==> config.mk <==
export PLATFORM = sky130hd
export DESIGN_NAME = class_weight_accumulator
export DESIGN_NICKNAME = d
export VERILOG_FILES = /design/src/rtl/class_weight_accumulator.sv
export SDC_FILE = /design/constraint.sdc
export NUM_CORES = 1
export LEC_CHECK = 0
export ABC_AREA = 1
export CAP_MARGIN = 40
export CORE_UTILIZATION = 45
export DETAILED_ROUTE_END_ITERATION = 6
export PLACE_DENSITY_LB_ADDON = 0.05
export SKIP_CTS_REPAIR_TIMING = 1
export SLEW_MARGIN = 5
export SYNTH_ARGS = -nofsm -noshare
export SYNTH_HDL_FRONTEND = slang
export SYNTH_SLANG_ARGS = --single-unit
==> constraint.sdc <==
create_clock -name clk -period 13.95 [get_ports clk]
set_input_delay 2.0925 -clock clk [delete_from_list [all_inputs] [get_ports clk]]
set_output_delay 2.0925 -clock clk [all_outputs]
set_load 0.01 [all_outputs]
==> src/rtl/class_weight_accumulator.sv <==
`default_nettype none
// ============================================================================
// class_weight_accumulator
//   Multi-class signed clause-weight store with per-class accumulation of
//   fired-clause weights and argmax class prediction.
//   Revision: 1.0
// ============================================================================
module class_weight_accumulator #(
    parameter int CLAUSEN = 10,
    parameter int CLASSES = 4,
    parameter int WW      = 9,
    parameter int BUSW    = 256,
    parameter int SUMW    = WW + $clog2(CLAUSEN) + 1,
    parameter int CIW     = (CLASSES > 1) ? $clog2(CLASSES) : 1
) (
    input  logic                      clk,
    input  logic                      rst,
    input  logic                      wr_valid,
    input  logic [BUSW-1:0]           wr_data,
    input  logic [31:0]               wr_offset,
    output logic                      wr_err,
    input  logic [$clog2(CLAUSEN):0]  clauses_active,
    input  logic [CLAUSEN-1:0]        clause_fire,
    input  logic                      start,
    output logic                      busy,
    output logic                      done,
    output logic [CLASSES*SUMW-1:0]   class_sum,
    output logic [CIW-1:0]            pred_class
);

    localparam int c_caw    = $clog2(CLAUSEN) + 1;
    localparam int c_total  = CLASSES * CLAUSEN * WW;
    localparam int c_nwords = (c_total + BUSW - 1) / BUSW;
    localparam int c_img    = c_nwords * BUSW;

    typedef enum logic [1:0] {
        S_IDLE = 2'd0,
        S_ACC  = 2'd1,
        S_FIN  = 2'd2
    } state_t;

    state_t                   state_q;
    logic [c_total-1:0]       weights_q, weights_d;
    logic [c_img-1:0]         w_img;
    logic [CLAUSEN-1:0]       fire_q;
    logic [c_caw-1:0]         n_q, idx_q, w_n_start;
    logic signed [SUMW-1:0]   sum_q [CLASSES];
    logic [CIW-1:0]           pred_q;
    logic                     done_q, wr_err_q;
    logic                     w_wr_ok, w_fire_bit;
    logic [WW-1:0]            w_wsel [CLASSES];
    logic [CIW-1:0]           w_best_idx;
    logic signed [SUMW-1:0]   w_best_val;

    assign w_wr_ok   = wr_valid && (state_q == S_IDLE) && (wr_offset < 32'(c_nwords));
    assign w_n_start = (clauses_active > c_caw'(CLAUSEN)) ? c_caw'(CLAUSEN) : clauses_active;

    // Word writes go through a bus-aligned image so the tail of the last word is dropped.
    always_comb begin
        w_img = '0;
        w_img[c_total-1:0] = weights_q;
        if (w_wr_ok) begin
            for (int i = 0; i < c_nwords; i++) begin
                if (wr_offset == 32'(i)) begin
                    w_img[i*BUSW +: BUSW] = wr_data;
                end
            end
        end
        weights_d = w_img[c_total-1:0];
    end

    always_comb begin
        w_fire_bit = 1'b0;
        for (int k = 0; k < CLASSES; k++) begin
            w_wsel[k] = '0;
        end
        for (int j = 0; j < CLAUSEN; j++) begin
            if (idx_q == c_caw'(j)) begin
                w_fire_bit = fire_q[j];
                for (int k = 0; k < CLASSES; k++) begin
                    w_wsel[k] = weights_q[(k*CLAUSEN + j)*WW +: WW];
                end
            end
        end
    end

    // Strict greater-than keeps the lowest index on ties.
    always_comb begin
        w_best_idx = '0;
        w_best_val = sum_q[0];
        for (int k = 1; k < CLASSES; k++) begin
            if (sum_q[k] > w_best_val) begin
                w_best_val = sum_q[k];
                w_best_idx = CIW'(k);
            end
        end
    end

    always_ff @(posedge clk) begin
        if (rst) begin
            state_q   <= S_IDLE;
            weights_q <= '0;
            fire_q    <= '0;
            n_q       <= '0;
            idx_q     <= '0;
            pred_q    <= '0;
            done_q    <= 1'b0;
            wr_err_q  <= 1'b0;
            for (int k = 0; k < CLASSES; k++) begin
                sum_q[k] <= '0;
            end
        end else begin
            weights_q <= weights_d;
            wr_err_q  <= wr_valid && !w_wr_ok;
            done_q    <= 1'b0;
            case (state_q)
                S_IDLE: begin
                    if (start) begin
                        fire_q  <= clause_fire;
                        n_q     <= w_n_start;
                        idx_q   <= '0;
                        for (int k = 0; k < CLASSES; k++) begin
                            sum_q[k] <= '0;
                        end
                        state_q <= (w_n_start == '0) ? S_FIN : S_ACC;
                    end
                end
                S_ACC: begin
                    if (w_fire_bit) begin
                        for (int k = 0; k < CLASSES; k++) begin
                            sum_q[k] <= sum_q[k] + {{(SUMW-WW){w_wsel[k][WW-1]}}, w_wsel[k]};
                        end
                    end
                    idx_q <= idx_q + c_caw'(1);
                    if (idx_q == n_q - c_caw'(1)) begin
                        state_q <= S_FIN;
                    end
                end
                S_FIN: begin
                    pred_q  <= w_best_idx;
                    done_q  <= 1'b1;
                    state_q <= S_IDLE;
                end
                default: state_q <= S_IDLE;
            endcase
        end
    end

    generate
        for (genvar k = 0; k < CLASSES; k++) begin : g_sum_out
            assign class_sum[k*SUMW +: SUMW] = sum_q[k];
        end
    endgenerate

    assign busy       = (state_q != S_IDLE);
    assign done       = done_q;
    assign wr_err     = wr_err_q;
    assign pred_class = pred_q;

endmodule
`default_nettype wire

==> flow_metrics.py, run 1 <==
metrics = {
    "timing": {
        "final.setup.tns_ps": 0,
        "final.min_clock_period_ps": 6090,
        "hold_viol": 0,
        "max-slew-margin-rel_pct": 28.2,
        "rsz0062_at_grt": "no",
        "finalMaxSlewViolations": 0,
        "fin_crit_sh_pct": 43.6,
        "fin_skew_ps": 19.0,
        "fmax_ghz": 0.164,
        "finalSetupViolCount": 0,
        "tightest_slew_ps": 1080,
    },
    "cts": {
        "cts-root-buf": "clkbuf_16",
        "clock-sinks": 442,
        "h-tree-depth": 2,
        "clkLatencyLatePin_ps": 600,
        "cts_tree": "yes",
        "cts_inserted_buffers": 49,
        "clk_pin_slew_ps": 60,
        "cts_max_path_buffers": 3,
    },
    "synthesis": {
        "synth_area_sq_um": 23000,
        "yosys-top-cells-area": "dfxtp_1 (35%), a21oi_1 (10%), o21ai_0 (9.7%)",
        "synthFlopType": "dfxtp_1",
        "synth_nets": 3587,
        "avgSynthCellArea_sq_um": 7.24,
        "ys_seq_elements": 442,
        "ys_seq_area_share_pct": 40.3,
        "yosysTopAreaCell": "dfxtp_1",
        "synth_edf_count": 42,
        "yosys_warnings": 0,
        "synthArstFlopShare_pct": 0,
        "synth_cells": 3177,
        "synth_top_area_share_pct": 34.8,
        "ys_types": 53,
    },
    "pwr": {
        "powerDensity_nw_per_um2": 107,
        "power_w": 0.00303,
        "p_int_w": 0.00221,
        "p_sw_share_pct": 27.1,
        "peakVddDrop_v": 0.0000817,
        "power_frac_comb_pct": 15.0,
        "power_frac_seq_pct": 43.4,
        "power_frac_clock_pct": 41.6,
        "leakage_nw": 10.9,
        "p_sw_w": 0.000820,
    },
    "placed_design": {
        "hpwl_mm": 56.1,
        "port_buffers": 367,
        "place_congestion": 0.918,
        "place_inst": 4050,
        "placed_area_sq_um": 26800,
    },
    "run_status": {
        "status": "finished, final reports clean",
    },
    "hold_path": {
        "hold_class": "reg -> reg",
    },
    "worst_setup_path": {
        "cp_max_fo": 29,
        "arrival_ps": 6560,
        "criticalPathCategory": "reg -> reg",
        "slowest_delay_ps": 500,
        "cpMostUsedCell": "o21ai_0",
        "critPathBufInv": 3,
        "cp-start-kind": "flop",
        "cp_slowest_cell": "inv_1",
        "cpLargestDelayFamily": "compound AO/OA/AOI/OAI gates",
        "worst-endpoint-required_ps": 14430,
        "endpoint_kind": "flop",
    },
    "route": {
        "viasPerCell": 5.31,
        "ant_nets": 0,
        "drc": 0,
        "via_count": 21979,
        "drt_iter0_markers": 1738,
        "avgRoutedWirePerCell_um": 18.6,
        "drt-total-wl_mm": 77.2,
        "dr.pass1.iters": 5,
    },
    "global_routing": {
        "grt_overflow_total": 0,
        "grt_use_total_pct": 29.1,
        "grt_pass1_vias": 21304,
        "antenna_found_initial": 1,
        "grt_max_degree": 264,
        "grt_pass1_wl_mm": 119,
    },
    "finish": {
        "drive_above_1_share_pct": 3.64,
        "layout_commonest_cell": "inv_1",
        "final_cell_area_sq_um": 28300,
        "fin_nets": 3839,
        "diodes": 0,
        "syn_to_final_growth_pct": 23.0,
        "most-common-layout-cells": "inv_1 (568), a21oi_1 (463), o21ai_0 (447), nand2_1 (427), dfxtp_1 (400)",
        "fin_cells": 4138,
    },
    "floorplan": {
        "num_io_pins": 368,
        "dieArea_sq_um": 52000,
        "die_y_um": 228,
        "row_count": 82,
        "start_util_pct": 45.8,
        "die_x_um": 228,
        "coreArea_sq_um": 50300,
    },
    "run": {
        "cap_violations": 0,
    },
}
metal layers:
metal	GRT usage (%)	vias to the layer above	routed length, um	part of all wire, %
met2	48.5	721	35900	47
met5	0	-	0	0
met3	3.61	115	4750	6.2
met1	39.0	10155	34200	44
li1	-	10988	-	-
met4	9.38	0	2270	2.9
sequential cells by signal, indices dropped and copies added, names as in the netlist:
signal      count
weights_q     360
sum_q          56
fire_q         10
idx_q           5
n_q             5
pred_class      2
state_q         2
done            1
wr_err          1
cell usage after synthesis, drive strengths merged (3+ instances only):
cell / count
o221ai: 54
o21ai: 546
inv: 571
o2111ai: 3
o21a: 6
nor2: 95
nand2: 429
nor4: 7
o21bai: 9
a211oi: 5
edfxtp: 42
dfxtp: 400
or2: 11
nand3: 156
nand4: 6
clkbuf: 114
o211ai: 9
fa: 4
xnor2: 11
o22ai: 6
nand3b: 7
nor3: 15
buf: 80
a21oi: 463
xor2: 10
ha: 99
power by group through the flow:
stage               logic, W  registers [W]  clock network [W]
global placement    0.000440        0.00134                  0
detailed placement  0.000452        0.00134                  0
finish              0.000455        0.00131            0.00126
global route        0.000503        0.00132            0.00133
CTS                 0.000455        0.00131            0.00128
floorplan           0.000242        0.00134                  0
worst paths after layout:
path                                    from                          to  slack (ps)  depth (start not counted)
setup / recovery  sum_q[1][13]$_SDFFCE_PN0P_  pred_class[0]$_SDFFE_PP0P_        7860                         28
hold / removal    weights_q[22]$_SDFFE_PP0P_  weights_q[22]$_SDFFE_PP0P_         440                          2
setup reg to reg  sum_q[1][13]$_SDFFCE_PN0P_  pred_class[0]$_SDFFE_PP0P_        7860                         28
hold reg to reg   weights_q[22]$_SDFFE_PP0P_  weights_q[22]$_SDFFE_PP0P_         440                          2
layout make-up:
type | count | area (sq um)
flip-flops and latches | 442 | 9270
clock inverters | 20 | 151
repair buffers | 395 | 3970
fillers | 4876 | 22000
multi-input cells | 1968 | 10500
clock buffers | 68 | 1390
well taps | 672 | 841
inverters | 573 | 2160
worst min-delay path, stage by stage, from the launching register on:
cell and delay [ps]:
dfxtp_1 310, inv_1 50, a21oi_1 50
through the flow:
step	util, %	hold WS, ps	worst slack [ps]
6_report	56.3	443	7860
5_1_grt	56.3	453	7250
4_1_cts	56.3	442	7890
3_5_place_dp	53.2	433	7920
3_3_place_gp	53.0	427	7980
2_1_floorplan	-	420	9020
logic make-up after synthesis:
group | share of synthesized area, %
simple gates | 13.6
fa+ha+maj | 5.73
buf+inv | 14.0
compound gates | 25.6
flops | 40.3
xor+xnor | 0.799
Note: power is estimated with default switching activity, not from simulation.
==> inputs of run 2 (changes only) <==
==> constraint.sdc (replaced) <==
create_clock -name clk -period 5.8 [get_ports clk]
set_input_delay 0.87 -clock clk [delete_from_list [all_inputs] [get_ports clk]]
set_output_delay 0.87 -clock clk [all_outputs]
set_load 0.01 [all_outputs]
==> run 2 against run 1 <==
Against the previous run: clock power grew to 2.6 times the previous value; flip-flop and latch count is the same; combinational power grew to 2.6 times the previous value; critical path type unchanged; global-route usage grew 0.17 points; clock skew grew 2.1 ps; highest routed layer unchanged; wire length grew 1.6%; register-to-register slack lost 7400 ps; final area grew 1.4%; non-clock buffer count grew 25; critical path depth grew 8.
==> flow_metrics.py, run 2 (synthesis gave the netlist of run 1 again) <==
metrics = {
    "run_status": {
        "status": "finished, final reports clean",
    },
    "finish": {
        "fin_nets": 3867,
        "layout_commonest_cell": "inv_1",
        "postLayoutCoreUtil_pct": 57.1,
        "final_cell_area_sq_um": 28700,
        "syn_to_final_growth_pct": 24.8,
        "largest_register": "weights_q",
        "diodes": 0,
        "drive_above_1_share_pct": 4.75,
        "largest_registers": "weights_q: 360 flops, sum_q: 56 flops, fire_q: 10 flops",
        "most-common-layout-cells": "inv_1 (567), a21oi_1 (463), o21ai_0 (442), nand2_1 (426), dfxtp_1 (400)",
        "largest_reg_flops": 360,
    },
    "placed_design": {
        "hpwl_mm": 57.3,
        "place_congestion": 0.896,
        "placed_area_sq_um": 26900,
        "port_buffers": 367,
    },
    "global_routing": {
        "grt_pass1_wl_mm": 119,
        "met2_usage_pct": 47.1,
        "grt_use_total_pct": 29.3,
        "grt_max_degree": 204,
        "met1_usage_pct": 39.2,
        "grt_pass1_vias": 20959,
        "antenna_found_initial": 0,
        "busiest_layer": "met2",
        "grt_util_met3_pct": 4.71,
        "grt_overflow_total": 0,
    },
    "pwr": {
        "powerDensity_nw_per_um2": 264,
        "peakVddDrop_v": 0.000212,
        "leakage_nw": 11.1,
        "power_w": 0.00757,
    },
    "cts": {
        "cts_inserted_buffers": 50,
        "clkLatencyLatePin_ps": 600,
        "cts-root-buf": "clkbuf_16",
        "clk_pin_slew_ps": 60,
        "clock-sinks": 442,
        "cts_max_path_buffers": 3,
        "h-tree-depth": 2,
        "cts_tree": "yes",
    },
    "floorplan": {
        "die_y_um": 228,
        "start_util_pct": 45.8,
        "num_io_pins": 368,
        "die_x_um": 228,
        "dieArea_sq_um": 52000,
        "coreArea_sq_um": 50300,
        "row_count": 82,
    },
    "worst_setup_path": {
        "criticalPathCategory": "reg -> reg",
        "arrival_ps": 5830,
        "r2r-end": "pred_class[0]$_SDFFE_PP0P_",
        "endpoint_kind": "flop",
        "reg2regPathDepth": 36,
        "cp_max_fo": 17,
        "cp-start-kind": "flop",
        "slowest_delay_ps": 460,
        "rr_startpoint": "sum_q[1][3]$_SDFFCE_PN0P_",
        "worst-r2r-setup-slack_ps": 440,
        "cp_slowest_cell": "edfxtp_1",
        "worst-endpoint-required_ps": 6280,
    },
    "timing": {
        "final.min_clock_period_ps": 5360,
        "fin_skew_ps": 21.1,
        "max-slew-margin-rel_pct": 40.0,
        "finalSetupViolCount": 0,
        "tightest_slew_ps": 900,
        "final.setup.tns_ps": 0,
        "finalMaxSlewViolations": 0,
        "hold_viol": 0,
        "fmax_ghz": 0.187,
        "worst_hold_slack_ps": 444,
        "fin_crit_sh_pct": 92.3,
    },
    "route": {
        "drt-total-wl_mm": 78.4,
        "dr.pass1.iters": 5,
        "drc": 0,
        "drt_iter0_markers": 1610,
        "avgRoutedWirePerCell_um": 18.8,
        "viasPerCell": 5.31,
        "via_count": 22122,
        "ant_nets": 0,
    },
    "hold_path": {
        "min_from": "weights_q[296]$_SDFFE_PP0P_",
        "hold_path_end": "weights_q[296]$_SDFFE_PP0P_",
        "whs_path_depth": 2,
        "hold_class": "reg -> reg",
    },
    "run": {
        "cap_violations": 0,
    },
}
## run 2: cell count changes in the layout (fill, tap and decap cells not counted), sizes merged
cell and change:
clkinv -7, buf +25, inv -1, clkbuf +14, clkinvlp +1
## run 2: critical path: cells and delay by family (launching register included)
| family | cells | cell delay [ps] |
|---|---|---|
| compound gates | 13 | 1620 |
| simple gates | 12 | 1100 |
| fa+ha+maj | 3 | 990 |
| buf+inv | 6 | 710 |
| flops | 1 | 460 |
| xor+xnor | 2 | 350 |
## run 2: final cells by class
cell class                      instances  area (sq um)
Clock inverter                         11           105
Sequential cell                       442          9270
Multi-Input combinational cell       1968         10600
Timing Repair inverter                  2          12.5
Timing Repair Buffer                  420          4170
Fill cell                            4853         21600
Tap cell                              672           841
Clock buffer                           82          1570
Inverter                              573          2160
## run 2: through the flow
step                      setup slack (ps)  instances
after floorplan                        870       3177
after global placement                 404       4065
after CTS                              223       4161
final                                  444       4170
after global routing                 -62.8       4170
after detailed placement               245       4068
## run 2: layer usage
layer / wire (um) / up-vias / share of wire (%)
met5: 0 / - / 0
met2: 35700 / 691 / 45
li1: - / 11044 / -
met4: 2750 / 0 / 3.5
met3: 4810 / 120 / 6.1
met1: 35200 / 10267 / 45
## run 2: where the power goes
part / internal [W] / switching, W / leakage, nW
combinational: 0.000532 / 0.000663 / 6.58
sequential: 0.00312 / 0.0000391 / 3.68
clock: 0.00189 / 0.00132 / 0.833
total: 0.00555 / 0.00203 / 11.1
## run 2: worst max-delay path by stage
stage	from	to	slack, ps	cells past startpoint
6_report	sum_q[1][3]$_SDFFCE_PN0P_	pred_class[0]$_SDFFE_PP0P_	440	36
3_5_place_dp	sum_q[0][13]$_SDFFCE_PN0P_	pred_class[0]$_SDFFE_PP0P_	240	34
5_1_grt	sum_q[1][3]$_SDFFCE_PN0P_	pred_class[0]$_SDFFE_PP0P_	-60	36
4_1_cts	sum_q[0][13]$_SDFFCE_PN0P_	pred_class[0]$_SDFFE_PP0P_	220	34
3_3_place_gp	sum_q[0][13]$_SDFFCE_PN0P_	pred_class[0]$_SDFFE_PP0P_	400	34
2_1_floorplan	sum_q[1][13]$_SDFFCE_PN0P_	pred_class[0]$_SDFFE_PP0P_	870	35
==> inputs of run 3 (changes only) <==
--- a/config.mk
+++ b/config.mk
@@ -5,7 +5,6 @@
 export SDC_FILE = /design/constraint.sdc
 export NUM_CORES = 1
 export LEC_CHECK = 0
-export ABC_AREA = 1
 export CAP_MARGIN = 40
 export CORE_UTILIZATION = 45
 export DETAILED_ROUTE_END_ITERATION = 6
==> run 3 against run 2 <==
Against the previous run: the run now ends with DRC left; final cell count fell by 6.3%; global-route usage rose by 2.9 points; area after synthesis fell by 2.0%; fmax fell by 3.7%; sequential power barely moved; combinational power fell by 18%; non-clock buffer count rose by 40; wire length rose by 6.6%; clock skew fell by 5.3 ps; die area fell by 1.9%; critical endpoint is now pred_class[1]$_SDFFE_PP0P_.
==> flow_metrics.py, run 3 <==
metrics = {
    "run_status": {
        "violations": "DRC",
        "status": "finished with violations",
    },
    "route": {
        "drt_iter0_markers": 2371,
        "via_count": 22376,
        "drt-total-wl_mm": 83.6,
        "dr.pass1.iters": 7,
        "drc": 1,
        "avgRoutedWirePerCell_um": 21.4,
        "ant_nets": 0,
        "viasPerCell": 5.73,
    },
    "finish": {
        "final_cell_area_sq_um": 28900,
        "layout_commonest_cell": "nand2_1",
        "largest_registers": "weights_q: 360 flops, sum_q: 56 flops, fire_q: 10 flops",
        "fin_cells": 3908,
        "most-common-layout-cells": "nand2_1 (839), a21oi_1 (513), dfxtp_1 (400), clkdlybuf4s50_1 (366), nor2_1 (151)",
        "n_fill_cell": 4579,
        "fin_nets": 3610,
        "final-seq-area_sq_um": 9270,
        "drive_above_1_share_pct": 7.16,
        "multiInputGateArea_sq_um": 12300,
        "largest_register": "weights_q",
        "syn_to_final_growth_pct": 28.3,
        "largest_reg_flops": 360,
    },
    "synthesis": {
        "ys_types": 81,
        "synth_edf_count": 42,
        "synth_xor_area_share_pct": 1.63,
        "yosysTopAreaCell": "dfxtp_1",
        "synthArstFlopShare_pct": 0,
        "synth_common_cells": "nand2_1 (840), a21oi_1 (515), dfxtp_1 (400), nor2_1 (151), clkbuf_1 (130)",
        "synth_compound_area_share_pct": 23.1,
        "avgSynthCellArea_sq_um": 7.77,
        "yosys_warnings": 0,
        "synth_cells": 2902,
        "synthFlopType": "dfxtp_1",
        "muxShareOfSynthArea_pct": 1.15,
        "synthAdderAreaFrac_pct": 5.85,
        "yosys-top-cells-area": "dfxtp_1 (36%), nand2_1 (14%), a21oi_1 (11%)",
        "synth_top_area_share_pct": 35.5,
        "synth_nets": 3312,
        "synth-simple-area-share_pct": 21.9,
        "ys_seq_area_share_pct": 41.1,
        "yosysMostFrequentCell": "nand2_1",
        "ys_seq_elements": 442,
        "synth_area_sq_um": 22600,
        "synth_top_family_by_area": "compound AO/OA/AOI/OAI gates",
    },
    "cts": {
        "cts-root-buf": "clkbuf_16",
        "cts_inserted_buffers": 50,
        "h-tree-depth": 2,
        "clock-sinks": 442,
        "clkLatencyLatePin_ps": 610,
        "cts_max_path_buffers": 3,
        "clk_pin_slew_ps": 60,
        "cts_tree": "yes",
    },
    "global_routing": {
        "grt_overflow_total": 0,
        "grt_max_degree": 146,
        "grt_use_total_pct": 32.1,
        "grt_pass1_vias": 21080,
        "antenna_found_initial": 8,
        "grt_pass1_wl_mm": 125,
    },
    "timing": {
        "fin_crit_sh_pct": 95.9,
        "hold_viol": 0,
        "worst_hold_slack_ps": 452,
        "final.min_clock_period_ps": 5560,
        "rsz0062_at_grt": "no",
        "fmax_ghz": 0.180,
        "tightest_slew_ps": 919,
        "fin_skew_ps": 15.9,
        "max-slew-margin-rel_pct": 38.7,
        "finalMaxSlewViolations": 0,
        "finalSetupViolCount": 0,
    },
    "run": {
        "cap_violations": 0,
    },
    "floorplan": {
        "die_x_um": 226,
        "start_util_pct": 45.9,
        "dieArea_sq_um": 51000,
        "coreArea_sq_um": 49200,
        "die_y_um": 226,
        "num_io_pins": 368,
        "row_count": 81,
    },
    "placed_design": {
        "hpwl_mm": 61.7,
        "place_inst": 3808,
        "placed_area_sq_um": 27000,
        "port_buffers": 367,
        "place_congestion": 0.910,
    },
    "worst_setup_path": {
        "endpoint_kind": "flop",
        "slowest_delay_ps": 390,
        "arrival_ps": 6000,
        "criticalPathCategory": "reg -> reg",
        "cp-start-kind": "flop",
        "worst-endpoint-required_ps": 6240,
        "cpMostUsedCell": "a21o_1",
        "cp_slowest_cell": "edfxtp_1",
        "cp_max_fo": 8,
    },
    "pwr": {
        "powerDensity_nw_per_um2": 255,
        "leakage_nw": 10.8,
        "peakVddDrop_v": 0.000210,
    },
    "hold_path": {
        "hold_class": "reg -> reg",
    },
}
run 3: cell types whose count changed after synthesis, moves of 31 or more:
cell | previous run | this run
nand2_1 | 429 | 840
a21oi_1 | 463 | 515
nor2b_1 | 0 | 38
nand3_1 | 155 | 26
buf_4 | 4 | 35
buf_6 | 36 | 3
a221oi_1 | 1 | 37
a21o_1 | 2 | 63
o221ai_1 | 54 | 7
o21ai_1 | 99 | 1
nor2_1 | 93 | 151
inv_1 | 568 | 47
o21ai_0 | 447 | 64
run 3: layer usage:
metal  up-vias  global-route usage [%]  share of wire, %
li1      10674                       -                 -
met2       917                    51.3                45
met1     10665                    44.4                44
met5         -                       0             0.044
met4         6                    10.2               2.8
met3       114                    4.76               7.7
run 3: final timing paths:
| kind | cells past startpoint | from | slack (ps) | end |
|---|---|---|---|---|
| hold reg to reg | 2 | weights_q[149]$_SDFFE_PP0P_ | 450 | weights_q[149]$_SDFFE_PP0P_ |
| setup / recovery | 25 | sum_q[1][3]$_SDFFCE_PN0P_ | 240 | pred_class[1]$_SDFFE_PP0P_ |
| setup reg to reg | 25 | sum_q[1][3]$_SDFFCE_PN0P_ | 240 | pred_class[1]$_SDFFE_PP0P_ |
| hold / removal | 2 | weights_q[149]$_SDFFE_PP0P_ | 450 | weights_q[149]$_SDFFE_PP0P_ |
run 3: cell families after synthesis:
| kind of cell | Yosys count |
|---|---|
| AOI/OAI and AO/OA | 857 |
| DFF | 442 |
| muxes | 25 |
| and+or+nand+nor | 1172 |
| buffers and inverters | 261 |
| adders and majority gates | 103 |
| xor gates and xnor gates | 42 |
run 3: cell type report:
cell class | count | area share (%)
antenna | 4 | 0.0346
clock buffer | 73 | 5.14
clock inverter | 19 | 0.735
inverter | 47 | 0.619
multi-input combinational | 2199 | 42.7
sequential | 442 | 32.0
tap | 664 | 2.87
timing repair buffer | 460 | 15.9
run 3: power breakdown:
group          internal [W]  switching (W)
Clock               0.00188        0.00136
Combinational      0.000503       0.000474
Sequential          0.00312      0.0000459
run 3: per-stage QoR:
stage	setup TNS, ps	power (W)	utilization (%)	worst slack (ps)
floorplan	0	0.00364	-	408
global placement	-186	0.00410	54.6	-94.4
detailed placement	-291	0.00412	54.9	-150
CTS	-353	0.00735	58.3	-181
global route	0	0.00762	58.8	18.2
finish	0	0.00739	58.9	240
run 3: critical path, delay by kind of cell (launching register included):
family / cells / cell delay [ps]
simple gates: 2 / 190
fa+ha+maj: 3 / 780
compound gates: 16 / 3140
mux: 2 / 560
buf+inv: 2 / 320
flops: 1 / 390
